===== src/rtl/final_judge_if.sv =====
// Referee-side I/O bundle for final_judge: raw buttons in, scores and status out.
// The bench or board glue drives the master side; final_judge takes the slave side.
interface final_judge_if;
  logic       START;
  logic       KEY1;
  logic       KEY2;
  logic       winner;
  logic       GAME_OVER;
  logic       GO_LED;
  logic [3:0] SCORE1;
  logic [3:0] SCORE2;
  logic       ROUND_P;

  modport master (
    output START, KEY1, KEY2,
    input  winner, GAME_OVER, GO_LED, SCORE1, SCORE2, ROUND_P
  );

  modport slave (
    input  START, KEY1, KEY2,
    output winner, GAME_OVER, GO_LED, SCORE1, SCORE2, ROUND_P
  );
endinterface


===== src/rtl/final_judge.sv =====
// Two-player reaction-game referee: countdown, GO, scoring and game-over detection.
// Define FALSE_START_EN to penalise key presses made during the countdown.
module final_judge #(
  parameter int unsigned WIN_SCORE    = 3,
  parameter int unsigned COUNT_CYCLES = 1000,
  parameter int unsigned HOLD_CYCLES  = 500
) (
  input  logic           CLK,
  input  logic           RESETN,
  final_judge_if.slave   io_bus
);

  typedef enum logic [2:0] {StIdle, StCd, StGo, StHold, StOver} state_e;

  localparam logic [3:0]  WinScore  = 4'(WIN_SCORE);
  localparam logic [15:0] CountLast = 16'(COUNT_CYCLES - 1);
  localparam logic [15:0] HoldLast  = 16'(HOLD_CYCLES - 1);

  // Bit order for the conditioning pipes: {KEY2, KEY1, START}
  logic [2:0]  w_raw, w_evt;
  logic [2:0]  r_sync1, r_sync2, r_prev;
  logic        w_start_ev, w_key1_ev, w_key2_ev;

  state_e      r_state, w_state_d;
  logic [15:0] r_cnt, w_cnt_d;
  logic [3:0]  r_score1, w_score1_d;
  logic [3:0]  r_score2, w_score2_d;
  logic        r_winner, w_winner_d;
  logic        r_round_p, w_round_p_d;
  logic        w_restart;

  assign w_raw      = {io_bus.KEY2, io_bus.KEY1, io_bus.START};
  assign w_evt      = r_sync2 & ~r_prev;
  assign w_start_ev = w_evt[0];
  assign w_key1_ev  = w_evt[1];
  assign w_key2_ev  = w_evt[2];

  always_ff @(posedge CLK or negedge RESETN) begin
    if (!RESETN) begin
      r_sync1   <= '0;
      r_sync2   <= '0;
      r_prev    <= '0;
      r_state   <= StIdle;
      r_cnt     <= '0;
      r_score1  <= '0;
      r_score2  <= '0;
      r_winner  <= 1'b0;
      r_round_p <= 1'b0;
    end else begin
      r_sync1   <= w_raw;
      r_sync2   <= r_sync1;
      r_prev    <= r_sync2;
      r_state   <= w_state_d;
      r_cnt     <= w_cnt_d;
      r_score1  <= w_score1_d;
      r_score2  <= w_score2_d;
      r_winner  <= w_winner_d;
      r_round_p <= w_round_p_d;
    end
  end

  always_comb begin
    w_state_d   = r_state;
    w_score1_d  = r_score1;
    w_score2_d  = r_score2;
    w_winner_d  = r_winner;
    w_round_p_d = 1'b0;
    w_restart   = 1'b0;
    unique case (r_state)
      StIdle: begin
        if (w_start_ev) begin
          w_score1_d = '0;
          w_score2_d = '0;
          w_state_d  = StCd;
        end
      end
      StCd: begin
`ifdef FALSE_START_EN
        // A false start hands the point to the opponent; a double false start reruns the count
        if (w_key1_ev && w_key2_ev) begin
          w_restart = 1'b1;
        end else if (w_key1_ev) begin
          w_score2_d  = r_score2 + 4'd1;
          w_round_p_d = 1'b1;
          w_state_d   = StHold;
        end else if (w_key2_ev) begin
          w_score1_d  = r_score1 + 4'd1;
          w_round_p_d = 1'b1;
          w_state_d   = StHold;
        end else if (r_cnt == CountLast) begin
          w_state_d = StGo;
        end
`else
        if (r_cnt == CountLast) begin
          w_state_d = StGo;
        end
`endif
      end
      StGo: begin
        if (w_key1_ev || w_key2_ev) begin
          w_round_p_d = 1'b1;
          w_state_d   = StHold;
          if (w_key1_ev && !w_key2_ev) w_score1_d = r_score1 + 4'd1;
          if (w_key2_ev && !w_key1_ev) w_score2_d = r_score2 + 4'd1;
        end
      end
      StHold: begin
        if (r_cnt == HoldLast) begin
          if (r_score1 == WinScore || r_score2 == WinScore) begin
            w_state_d  = StOver;
            w_winner_d = (r_score1 != WinScore);
          end else begin
            w_state_d = StCd;
          end
        end
      end
      StOver: begin
        if (w_start_ev) begin
          w_score1_d = '0;
          w_score2_d = '0;
          w_winner_d = 1'b0;
          w_state_d  = StCd;
        end
      end
      default: w_state_d = StIdle;
    endcase
    // Counter restarts on every state entry
    w_cnt_d = (w_state_d != r_state || w_restart) ? '0 : r_cnt + 16'd1;
  end

  assign io_bus.winner    = r_winner;
  assign io_bus.GAME_OVER = (r_state == StOver);
  assign io_bus.GO_LED    = (r_state == StGo);
  assign io_bus.SCORE1    = r_score1;
  assign io_bus.SCORE2    = r_score2;
  assign io_bus.ROUND_P   = r_round_p;

endmodule

===== src/flat_wrapper.sv =====
// flat-port wrapper written by rule: the top's interface ports become plain ports
module final_judge_flat 
#(
  parameter int unsigned WIN_SCORE    = 3,
  parameter int unsigned COUNT_CYCLES = 1000,
  parameter int unsigned HOLD_CYCLES  = 500
)
  (CLK, RESETN, io_bus_START, io_bus_KEY1, io_bus_KEY2, io_bus_winner, io_bus_GAME_OVER, io_bus_GO_LED, io_bus_SCORE1, io_bus_SCORE2, io_bus_ROUND_P);
  final_judge_if io_bus_i ();
  input  logic CLK;
  input  logic RESETN;
  input wire logic [$bits(io_bus_i.START)-1:0] io_bus_START;
  input wire logic [$bits(io_bus_i.KEY1)-1:0] io_bus_KEY1;
  input wire logic [$bits(io_bus_i.KEY2)-1:0] io_bus_KEY2;
  output wire logic [$bits(io_bus_i.winner)-1:0] io_bus_winner;
  output wire logic [$bits(io_bus_i.GAME_OVER)-1:0] io_bus_GAME_OVER;
  output wire logic [$bits(io_bus_i.GO_LED)-1:0] io_bus_GO_LED;
  output wire logic [$bits(io_bus_i.SCORE1)-1:0] io_bus_SCORE1;
  output wire logic [$bits(io_bus_i.SCORE2)-1:0] io_bus_SCORE2;
  output wire logic [$bits(io_bus_i.ROUND_P)-1:0] io_bus_ROUND_P;
  assign io_bus_i.START = io_bus_START;
  assign io_bus_i.KEY1 = io_bus_KEY1;
  assign io_bus_i.KEY2 = io_bus_KEY2;
  assign io_bus_winner = io_bus_i.winner;
  assign io_bus_GAME_OVER = io_bus_i.GAME_OVER;
  assign io_bus_GO_LED = io_bus_i.GO_LED;
  assign io_bus_SCORE1 = io_bus_i.SCORE1;
  assign io_bus_SCORE2 = io_bus_i.SCORE2;
  assign io_bus_ROUND_P = io_bus_i.ROUND_P;
  final_judge #(.WIN_SCORE(WIN_SCORE), .COUNT_CYCLES(COUNT_CYCLES), .HOLD_CYCLES(HOLD_CYCLES)) u_core (.CLK(CLK), .RESETN(RESETN), .io_bus(io_bus_i));
endmodule

===== config.mk =====
export PLATFORM = sky130hd
export DESIGN_NAME = final_judge_flat
export DESIGN_NICKNAME = d
export VERILOG_FILES = /design/src/rtl/final_judge_if.sv /design/src/rtl/final_judge.sv /design/src/flat_wrapper.sv
export SDC_FILE = /design/constraint.sdc
export NUM_CORES = 1
export LEC_CHECK = 0
export CORE_MARGIN = 4
export CORE_UTILIZATION = 46
export DETAILED_ROUTE_END_ITERATION = 10
export GPL_ROUTABILITY_DRIVEN = 1
export PLACE_DENSITY = 0.66
export SLEW_MARGIN = 25
export SYNTH_ARGS = -nofsm -noshare
export SYNTH_HDL_FRONTEND = slang
export SYNTH_SLANG_ARGS = --single-unit

===== constraint.sdc =====
create_clock -name CLK -period 2.5 [get_ports CLK]
set_input_delay 0.5 -clock CLK [delete_from_list [all_inputs] [get_ports CLK]]
set_output_delay 0.5 -clock CLK [all_outputs]
set_load 0.01 [all_outputs]

==> summary.md, run 1 <==
| Metric | Value |
|---|---|
| Worst stage delay on the critical path | `0.53 ns` |
| Yosys warning count | `0` |
| Maximum clock frequency | `424 MHz` |
| Via density per instance | `5.67` |
| Startpoint Class | `register` |
| Routed len/inst | `14.6 microns` |
| Leakage power | `0.000889 uW` |
| Required time worst endpoint | `2.00 ns` |
| Worst-case clock skew | `0.00699 ns` |
| Via count of the first global-routing pass | `1347` |
| Placed cell area | `0.00205 sq mm` |
| PwrDens | `614 mW/mm^2` |
| RSZ-0062 raised after global routing | `no` |
| Source of the critical timing path | `u_core.r_state[0]` |
| Post-route insts no fill | `253` |
| Run status | `complete, no violations` |
| Height of the die | `71.5 microns` |
| Overall global routing resource usage | `15.9%` |
| Largest driver fanout on the critical path | `9` |
| Antenna diode count | `0` |
| Final count of pins violating max slew | `0` |
| Number of hold-repair buffers added at the cts stage | `0` |
| Vias post-DR | `1435` |
| Worst hold margin | `0.305 ns` |
| Worst setup slack after layout | `0.143 ns` |
| Launch instance of the worst register-to-register path | `u_core.r_cnt[13]` |
| Most numerous cell types in the synthesized netlist | `sky130_fd_sc_hd__dfrtp_1 (38), sky130_fd_sc_hd__nor3_1 (15), sky130_fd_sc_hd__nor2_1 (13), sky130_fd_sc_hd__nand3_1 (12), sky130_fd_sc_hd__nand2_1 (11)` |
| Slew headroom | `45.9%` |
| Fraction of synthesis flops using an asynchronous set or reset pin | `100%` |
| Maximum number of pins on one net before global-route repair | `39` |
| Number of I/O port buffers | `16` |
| Horiz. Die Dim | `71.5 microns` |
| Part of the Yosys area used for sequential elements | `51.2%` |
| Core outline area | `0.00377 sq mm` |
| Design area | `0.00214 sq mm` |
| Sum Neg Setup Slack | `0 ns` |
| Cell accounting for the most synthesized area | `sky130_fd_sc_hd__dfrtp_1` |
| Capturing element of the worst setup path | `io_bus_GO_LED` |
| Buffers from clock root to sink, at most | `2` |
| Gr ovfl total | `0` |
| Core Rows | `22` |
| Clock network latency to the later pin of the worst-skew pair | `0.29 ns` |
| CTS tree | `done` |
| Critical path arrival | `1.86 ns` |
| Nets in the synthesized netlist | `194` |
| Area of the die | `0.00511 sq mm` |
| I/O pin count | `17` |
| Share of cells above drive strength 1 | `7.32%` |
| Sum of net half-perimeters after detailed placement | `2670 microns` |
| TritonCTS Sinks | `38` |
| Number of antenna-violating nets in the routed design | `0` |
| Critical path class | `reg2out` |
| Setup slack on the worst flop-to-flop path | `0.42 ns` |
| Number of violations of the max-capacitance limit | `0` |
| Effective utilization at floorplan | `49.2%` |
| Total standard cell area after synthesis | `0.00186 sq mm` |
| Portion of synthesized cell area occupied by the leading cell type | `51.2%` |
| FF+latch count, synth | `38` |
| Wire length of the first global-routing pass | `6500 microns` |
| Worst slack at placement | `0.399 ns` |
| Number of enable-type register cells in the synthesized netlist | `0` |
| Critical register-to-register path endpoint | `u_core.r_cnt[0]` |
| Fraction of the cycle the final worst path needs | `94.3%` |
| Cell with the most instances after synthesis | `sky130_fd_sc_hd__dfrtp_1` |
| Number of design rule violations left after detail routing | `0` |
| Cell-by-cell trace of the critical path | `or3b_1, inv_1, clkdlybuf4s50_1` |
| Final net count | `212` |
| Number of placed cells counting well taps | `245` |
| Final RePlAce weighted congestion | `0.854` |
| Detailed router's first-iteration violation count | `130` |
| Critical Path Sink Type | `output port` |
| Clk Tree Root Cell | `sky130_fd_sc_hd__clkbuf_8` |
| Gate Count Post-Synth | `186` |
| Final setup violation count | `0` |
| TritonCTS buffer count | `5` |
| Synthesis-to-layout area growth | `15.6%` |
| Worst min path class | `in2async` |
| Cell depth of the worst flop-to-flop path | `4` |
| Most area-consuming cells after synthesis | `sky130_fd_sc_hd__dfrtp_1 (51%), sky130_fd_sc_hd__nor3_1 (4.0%), sky130_fd_sc_hd__xnor2_1 (3.8%), sky130_fd_sc_hd__nand4_1 (3.4%), sky130_fd_sc_hd__nand3_1 (3.2%)` |
| Antenna violations before repair | `0` |
| Post-Route WL | `3700 microns` |
| Final hold viol count | `0` |
| Post-synthesis average cell area | `9.98 sq um` |
| CP max-delay cell | `sky130_fd_sc_hd__clkdlybuf4s50_1` |
| Worst-Margin Slew | `0.812 ns` |
| Clock-pin transition on the worst setup and hold timing paths | `0.07 ns` |
| H-tree depth | `2` |
| Peak supply drop | `0.000533 V` |
| Final Critical Period | `2.36 ns` |
| Number of optimization iterations in the first detailed-route pass | `4` |
| Netlist cell types | `39` |
| Top FF cell, synth | `sky130_fd_sc_hd__dfrtp_1` |
-- cells in the final DEF, fill, tap and decap left out, types with 5 or more instances in the layout --
cell type / instances
sky130_fd_sc_hd__xor2_1: 6
sky130_fd_sc_hd__inv_1: 6
sky130_fd_sc_hd__nand3_1: 12
sky130_fd_sc_hd__clkdlybuf4s50_1: 15
sky130_fd_sc_hd__nor2_1: 13
sky130_fd_sc_hd__nor3_1: 15
sky130_fd_sc_hd__and3_1: 6
sky130_fd_sc_hd__nand4_1: 10
sky130_fd_sc_hd__dfrtp_1: 37
sky130_fd_sc_hd__clkbuf_8: 6
sky130_fd_sc_hd__a21oi_1: 5
sky130_fd_sc_hd__xnor2_1: 8
sky130_fd_sc_hd__nand2_1: 11
sky130_fd_sc_hd__o21ai_0: 8
-- how the worst min path moves through the flow --
stage | endpoint | slack (ns) | cells past startpoint
global placement | u_core.r_sync2[1] | 0.33 | 0
global route | u_core.r_sync2[2] | 0.36 | 0
floorplan | u_core.io_bus.ROUND_P | 0.20 | 0
detailed placement | u_core.r_sync2[2] | 0.34 | 0
CTS | u_core.io_bus.SCORE2[3] | 0.33 | 1
finish | u_core.io_bus.SCORE2[3] | 0.31 | 1
-- per-stage QoR --
step | utilization [%] | total power (uW)
global route | 56.9 | 1400
CTS | 56.8 | 1330
global placement | 54.4 | 891
floorplan | - | 841
finish | 56.9 | 1320
detailed placement | 54.4 | 902
-- flip-flops by register name, summed over array words and instances, names as in the netlist --
register and flops:
u_core.io_bus.winner 1, u_core.r_sync2 3, u_core.r_sync1 3, u_core.io_bus.ROUND_P 1
u_core.io_bus.SCORE2 4, u_core.io_bus.SCORE1 4, u_core.r_cnt 16, u_core.r_state 3
u_core.r_prev 3
-- critical path, delay by kind of cell (launching register included) --
| kind | cells | cell delay [ns] |
|---|---|---|
| and+or+nand+nor | 1 | 0.47 |
| DFF | 1 | 0.46 |
| buffers and inverters | 2 | 0.64 |
-- what timing repair did --
action                     4_1_cts  5_1_grt
setup endpoints to repair        0        1
gates resized for setup          0        1
buffers inserted                 0        0
-- layout make-up --
class,instances,area [sq um]
sequential,38,952
clock buffer,7,86.3
inverter,6,22.5
timing repair buffer,18,170
multi-input combinational,135,848
clock inverter,1,5.00
fill,330,1630
tap,48,60.1
-- cells by family after synthesis --
| logic type | count (synthesis) | share of synthesized area (%) |
|---|---|---|
| fa+ha+maj | 3 | 2.02 |
| compound gates | 26 | 9.24 |
| buf+inv | 13 | 3.03 |
| flops | 38 | 51.2 |
| xor+xnor | 14 | 6.61 |
| mux | 1 | 0.539 |
| simple gates | 91 | 27.3 |
-- power breakdown --
part / switching (uW) / internal [uW]
sequential: 64.1 / 661
clock: 203 / 222
combinational: 96.0 / 70.9
total: 363 / 955
-- metal layers --
| metal | GRT usage [%] | up-vias | part of all wire (%) |
|---|---|---|---|
| met5 | 0 | - | 0 |
| met4 | 5.01 | 0 | 1.1 |
| met3 | 3.65 | 6 | 3.2 |
| met2 | 21.4 | 23 | 43 |
| met1 | 24.9 | 698 | 53 |
| li1 | - | 708 | - |
(Power assumes the default switching activity.)
==> run 2: changes to the inputs <==
--- a/config.mk
+++ b/config.mk
@@ -5,11 +5,13 @@
 export SDC_FILE = /design/constraint.sdc
 export NUM_CORES = 1
 export LEC_CHECK = 0
+export CELL_PAD_IN_SITES_DETAIL_PLACEMENT = 1
+export CELL_PAD_IN_SITES_GLOBAL_PLACEMENT = 2
 export CORE_MARGIN = 4
-export CORE_UTILIZATION = 46
+export CORE_UTILIZATION = 36
 export DETAILED_ROUTE_END_ITERATION = 10
 export GPL_ROUTABILITY_DRIVEN = 1
-export PLACE_DENSITY = 0.66
+export PLACE_DENSITY = 0.77
 export SLEW_MARGIN = 25
 export SYNTH_ARGS = -nofsm -noshare
 export SYNTH_HDL_FRONTEND = slang
==> run 2 against run 1 <==
Register-to-register slack is essentially flat; design area grew 1.4%; wire length grew 17%; critical path depth is the same; cell count grew 7.5%; clock skew shrank 0.0012 ns; sequential share of layout area shrank 0.61 points; critical endpoint unchanged.
==> summary.md, run 2 (same netlist as run 1, synthesis figures left out) <==
| Metric | Value |
|---|---|
| Run status | `complete, no violations` |
| Height of the die | `79.8 microns (+12%)` |
| PwrDens | `611 mW/mm^2 (-0.45%)` |
| Critical Path Sink Type | `output port` |
| Final hold viol count | `0 (unchanged)` |
| Register containing the most flip-flops in the final layout | `u_core.r_cnt` |
| Worst min path class | `in2async` |
| Final net count | `212 (unchanged)` |
| Number of violations of the max-capacitance limit | `0 (unchanged)` |
| Final setup violation count | `0 (unchanged)` |
| Critical path arrival | `1.83 ns (-0.03 ns)` |
| Clock network latency to the later pin of the worst-skew pair | `0.29 ns (about the same)` |
| Core Rows | `25 (+14%)` |
| Overall global routing resource usage | `15.5% (-0.33 points)` |
| Antenna violations before repair | `0 (unchanged)` |
| Via density per instance | `5.32 (-6.2%)` |
| Synthesis-to-layout area growth | `17.2%` |
| Via count of the first global-routing pass | `1557 (+16%)` |
| Worst-case clock skew | `0.00575 ns (-0.00124 ns)` |
| TritonCTS Sinks | `38 (unchanged)` |
| Slew headroom | `42.8% (-3.1 points)` |
| CP max-delay cell | `sky130_fd_sc_hd__clkdlybuf4s50_1` |
| Core outline area | `0.00485 sq mm (+29%)` |
| Fraction of the cycle the final worst path needs | `93.2% (-1.1 points)` |
| Worst-Margin Slew | `0.859 ns (+0.0465 ns)` |
| Final count of pins violating max slew | `0 (unchanged)` |
| Worst hold margin | `0.319 ns (+0.0137 ns)` |
| Required time worst endpoint | `2.00 ns (about the same)` |
| Post-Route WL | `4350 microns (+17%)` |
| Number of I/O port buffers | `16 (unchanged)` |
| Clock-pin transition on the worst setup and hold timing paths | `0.07 ns (about the same)` |
| Buffers from clock root to sink, at most | `2 (unchanged)` |
| I/O pin count | `17 (unchanged)` |
| Final RePlAce weighted congestion | `0.806 (-5.6%)` |
| Number of antenna-violating nets in the routed design | `0 (unchanged)` |
| Number of fill cells in the layout | `539 (+63%)` |
| Maximum number of pins on one net before global-route repair | `39 (unchanged)` |
| Worst stage delay on the critical path | `0.53 ns (about the same)` |
| Sum of net half-perimeters after detailed placement | `3160 microns (+18%)` |
| Leakage power | `0.000890 uW (+0.13%)` |
| Peak supply drop | `0.000304 V (-43%)` |
| Number of instances resized during post-cts repair | `0 (unchanged)` |
| Leading cell type in the layout, fill and taps excluded | `sky130_fd_sc_hd__dfrtp_1` |
| Maximum clock frequency | `429 MHz (+1.1%)` |
| Effective utilization at floorplan | `38.3% (-11 points)` |
| Detailed router's first-iteration violation count | `72 (-45%)` |
| Antenna diode count | `0 (unchanged)` |
| Final Critical Period | `2.33 ns (-0.0263 ns)` |
| TritonCTS buffer count | `5 (unchanged)` |
| Postcts setup bufs | `0 (unchanged)` |
| Sum Neg Setup Slack | `0 ns (unchanged)` |
| Largest register FFs | `16 (unchanged)` |
| Commonest non-fill, non-tap cells in the layout | `sky130_fd_sc_hd__dfrtp_1 (37), sky130_fd_sc_hd__nor3_1 (15), sky130_fd_sc_hd__clkdlybuf4s50_1 (15)` |
| Share of cells above drive strength 1 | `8.29% (+0.98 points)` |
| Vias post-DR | `1447 (+0.84%)` |
| Multi-input gate area | `851 sq um (+0.29%)` |
| Horiz. Die Dim | `79.8 microns (+12%)` |
| Combined flip-flop and latch cell area | `952 sq um (unchanged)` |
| Cell-by-cell trace of the critical path | `or3b_4, inv_1, clkdlybuf4s50_1` |
| Critical path class | `reg2out` |
| Area of the die | `0.00637 sq mm (+25%)` |
| Gr ovfl total | `0 (unchanged)` |
| H-tree depth | `2 (unchanged)` |
| Largest driver fanout on the critical path | `9 (unchanged)` |
| Routed len/inst | `16.0 microns (+9.3%)` |
| Number of design rule violations left after detail routing | `0 (unchanged)` |
| Clk Tree Root Cell | `sky130_fd_sc_hd__clkbuf_8` |
| RSZ-0062 raised after global routing | `no` |
| Wire length of the first global-routing pass | `7620 microns (+17%)` |
| CTS tree | `done` |
| Number of hold-repair buffers added at the cts stage | `0 (unchanged)` |
| Startpoint Class | `register` |
| Number of optimization iterations in the first detailed-route pass | `4 (unchanged)` |
## run 2: changes by cell type in the layout (fill, tap and decap cells not counted)
| cell | delta |
|---|---|
| sky130_fd_sc_hd__or3b_4 | +1 |
| sky130_fd_sc_hd__or3b_1 | -1 |
| sky130_fd_sc_hd__clkinvlp_4 | +1 |
| sky130_fd_sc_hd__clkbuf_1 | -1 |
## run 2: where the power goes
group / internal [uW] / total, uW / switching (uW)
sequential: 661 / 724 / 63.1
clock: 222 / 441 / 220
combinational: 70.1 / 164 / 93.9
## run 2: worst paths after layout
kind                       slack (ns)  depth (start not counted)              start                 endpoint
setup reg to reg                 0.41                          5    u_core.r_cnt[0]          u_core.r_cnt[7]
min in group CLK                 0.36                          0  u_core.r_sync1[0]        u_core.r_sync2[0]
setup / recovery                 0.17                          3  u_core.r_state[0]            io_bus_GO_LED
max in group asynchronous        1.59                          1             RESETN        u_core.r_state[1]
hold reg to reg                  0.36                          0  u_core.r_sync1[0]        u_core.r_sync2[0]
hold / removal                   0.32                          1             RESETN  u_core.io_bus.SCORE2[0]
## run 2: worst max-delay path, delay by kind of cell, from the launching register on
kind | cells | cell delay, ns
simple gates | 1 | 0.45
flops | 1 | 0.48
buf+inv | 2 | 0.62
## run 2: layer usage
metal  global-route usage (%)  part of all wire (%)  vias to the layer above
li1                         -                     -                      709
met1                     21.7                    51                      715
met2                     23.0                    45                       19
met3                     4.63                   2.9                        4
met4                     5.07                   1.3                        0
met5                        0                     0                        -
## run 2: through the flow
stage	std cells	instance area, sq um	total power [uW]	setup WS, ns	utilization [%]
floorplan	186	1860	841	0.747	-
global placement	264	2080	897	0.411	42.8
detailed placement	264	2080	904	0.369	42.8
CTS	272	2170	1350	0.0411	44.8
global route	272	2170	1420	0.0440	44.9
finish	272	2170	1330	0.169	44.9
## run 2: area by class of cell
class / instances / share of cell area, %
Tap cell: 67 / 3.85
Sequential cell: 38 / 43.8
Clock buffer: 6 / 3.80
Inverter: 6 / 1.04
Multi-Input combinational cell: 135 / 39.1
Timing Repair Buffer: 18 / 7.83
Clock inverter: 2 / 0.575
==> run 3: changes to the inputs <==
==> constraint.sdc (replaced) <==
create_clock -name CLK -period 2.5 [get_ports CLK]
set_input_delay 0.25 -clock CLK [delete_from_list [all_inputs] [get_ports CLK]]
set_output_delay 0.25 -clock CLK [all_outputs]
set_load 0.01 [all_outputs]
==> run 3 against run 2 <==
Register-to-register slack better by 0.03 ns; core utilization is 0.077 points lower; design area is 0.17% lower; sequential power hardly changed; largest power group unchanged.
==> summary.md, run 3 (same netlist as run 1, synthesis figures left out) <==
| Metric | Value |
|---|---|
| CTS tree | `done` |
| H-tree depth | `2 (unchanged)` |
| Detailed router's first-iteration violation count | `71 (-1.4%)` |
| Worst min path class | `in2async` |
| Final net count | `212 (unchanged)` |
| Critical Path Sink Type | `output port` |
| Postcts setup bufs | `0 (unchanged)` |
| Leakage power | `0.000889 uW (about the same)` |
| Register containing the most flip-flops in the final layout | `u_core.r_cnt` |
| RSZ-0062 raised after global routing | `no` |
| Util after Layout | `44.8% (-0.077 points)` |
| Startpoint Class | `register` |
| Number of optimization iterations in the first detailed-route pass | `4 (unchanged)` |
| Overall power of the completed layout | `1340 uW (+0.68%)` |
| Via count of the first global-routing pass | `1529 (-1.8%)` |
| Number of design rule violations left after detail routing | `0 (unchanged)` |
| Antenna violations before repair | `0 (unchanged)` |
| Gr ovfl total | `0 (unchanged)` |
| Number of fill cells in the layout | `562 (+4.3%)` |
| Worst stage delay on the critical path | `0.55 ns (+0.02 ns)` |
| Buffers from clock root to sink, at most | `2 (unchanged)` |
| Final setup violation count | `0 (unchanged)` |
| Peak supply drop | `0.000352 V (+16%)` |
| Leading cell type in the layout, fill and taps excluded | `sky130_fd_sc_hd__dfrtp_1` |
| Multi-input gate area | `848 sq um (-0.29%)` |
| Worst-case clock skew | `0.00748 ns (+0.00173 ns)` |
| CP max-delay cell | `sky130_fd_sc_hd__clkdlybuf4s50_1` |
| TritonCTS Sinks | `38 (unchanged)` |
| Portion of total power attributed to the clock network | `33.6% (+0.4 points)` |
| Wire length of the first global-routing pass | `7720 microns (+1.3%)` |
| TritonCTS buffer count | `5 (unchanged)` |
| Clock network latency to the later pin of the worst-skew pair | `0.30 ns (about the same)` |
| Synthesis-to-layout area growth | `17.0%` |
| Required time worst endpoint | `2.25 ns (+0.25 ns)` |
| Fraction of the cycle the final worst path needs | `90.2% (-3.0 points)` |
| Overall global routing resource usage | `15.9% (+0.33 points)` |
| Horiz. Die Dim | `79.8 microns (unchanged)` |
| Sum of net half-perimeters after detailed placement | `3150 microns (-0.27%)` |
| Effective utilization at floorplan | `38.3% (unchanged)` |
| Worst-Margin Slew | `0.868 ns (+0.00975 ns)` |
| Final Critical Period | `2.26 ns (-0.0748 ns)` |
| Power dissipated by switching net loads | `386 uW (+2.3%)` |
| Register share of total power | `54.3% (-0.2 points)` |
| Critical path arrival | `2.01 ns (+0.18 ns)` |
| Core outline area | `0.00485 sq mm (unchanged)` |
| Clock-pin transition on the worst setup and hold timing paths | `0.07 ns (about the same)` |
| Number of antenna-violating nets in the routed design | `0 (unchanged)` |
| Antenna diode count | `0 (unchanged)` |
| Largest register FFs | `16 (unchanged)` |
| Vias post-DR | `1498 (+3.5%)` |
| Clk Tree Root Cell | `sky130_fd_sc_hd__clkbuf_8` |
| Combined flip-flop and latch cell area | `951 sq um (-0.13%)` |
| Final count of pins violating max slew | `0 (unchanged)` |
| Critical path class | `reg2out` |
| Power share of the combinational group | `12.2% (about the same)` |
| Core Rows | `25 (unchanged)` |
| Maximum clock frequency | `443 MHz (+3.3%)` |
| Height of the die | `79.8 microns (unchanged)` |
| Cell-by-cell trace of the critical path | `or3b_1, inv_1, clkdlybuf4s50_1` |
| I/O pin count | `17 (unchanged)` |
| Switching part of the total | `28.8% (+0.46 points)` |
| Internal power summed over all cells | `953 uW (about the same)` |
| Number of I/O port buffers | `16 (unchanged)` |
| Number of hold-repair buffers added at the cts stage | `0 (unchanged)` |
| Post-Route WL | `4420 microns (+1.7%)` |
| Largest driver fanout on the critical path | `11 (+2)` |
| PwrDens | `617 mW/mm^2 (+0.86%)` |
| Slew headroom | `42.1% (-0.65 points)` |
| Share of cells above drive strength 1 | `7.32% (-0.98 points)` |
| Final hold viol count | `0 (unchanged)` |
| Final RePlAce weighted congestion | `0.795 (-1.4%)` |
| Sum Neg Setup Slack | `0 ns (unchanged)` |
| Routed len/inst | `16.3 microns (+1.7%)` |
| Maximum number of pins on one net before global-route repair | `39 (unchanged)` |
| Via density per instance | `5.51 (+3.5%)` |
| Number of instances resized during post-cts repair | `0 (unchanged)` |
| Run status | `complete, no violations` |
| Commonest non-fill, non-tap cells in the layout | `sky130_fd_sc_hd__dfrtp_1 (38), sky130_fd_sc_hd__nor3_1 (15), sky130_fd_sc_hd__clkdlybuf4s50_1 (15)` |
| Area of the die | `0.00637 sq mm (unchanged)` |
| Number of violations of the max-capacitance limit | `0 (unchanged)` |
## run 3: final timing paths
kind	start	end	slack, ns	cells after the start
worst min register to register	u_core.r_sync1[0]	u_core.r_sync2[0]	0.37	0
min in group CLK	u_core.r_sync1[0]	u_core.r_sync2[0]	0.37	0
worst max-delay path	u_core.r_state[1]	io_bus_GO_LED	0.24	3
max in group asynchronous	RESETN	u_core.r_cnt[11]	1.90	1
worst min-delay path	RESETN	u_core.io_bus.SCORE2[0]	0.06	1
worst max register to register	u_core.r_cnt[0]	u_core.r_cnt[9]	0.44	5
## run 3: power by group through the flow
stage	registers (uW)	logic (uW)	clock network (uW)
final	726	163	449
after global routing	736	190	492
after CTS	727	168	466
after detailed placement	738	166	0
after global placement	734	162	0
after floorplan	708	133	0
## run 3: cell type report
type / count / area share, %
clock inverter: 2 / 0.576
sequential: 38 / 43.8
clock buffer: 6 / 3.80
inverter: 6 / 1.04
multi-input combinational: 135 / 39.1
timing repair buffer: 18 / 7.84
tap: 67 / 3.86
## run 3: metrics by stage
stage	cell area (sq um)	hold WS (ns)	instances	setup slack (ns)
after floorplan	1860	-0.0456	186	0.747
after global placement	2080	0.338	264	0.545
after detailed placement	2080	0.350	264	0.437
after CTS	2170	0.0870	272	0.217
after global routing	2170	0.141	272	0.147
final	2170	0.0644	272	0.244
## run 3: worst max-delay path: cells and delay by family, from the launching register on
kind,cells,cell delay (ns)
buffers and inverters,2,0.67
DFF,1,0.53
and+or+nand+nor,1,0.51
## run 3: metal layers
metal | GRT usage [%] | vias up | wire [microns]
li1 | - | 710 | -
met1 | 22.2 | 762 | 2220
met2 | 23.1 | 24 | 1970
met3 | 4.85 | 2 | 188
met4 | 5.57 | 0 | 38
met5 | 0 | - | 0
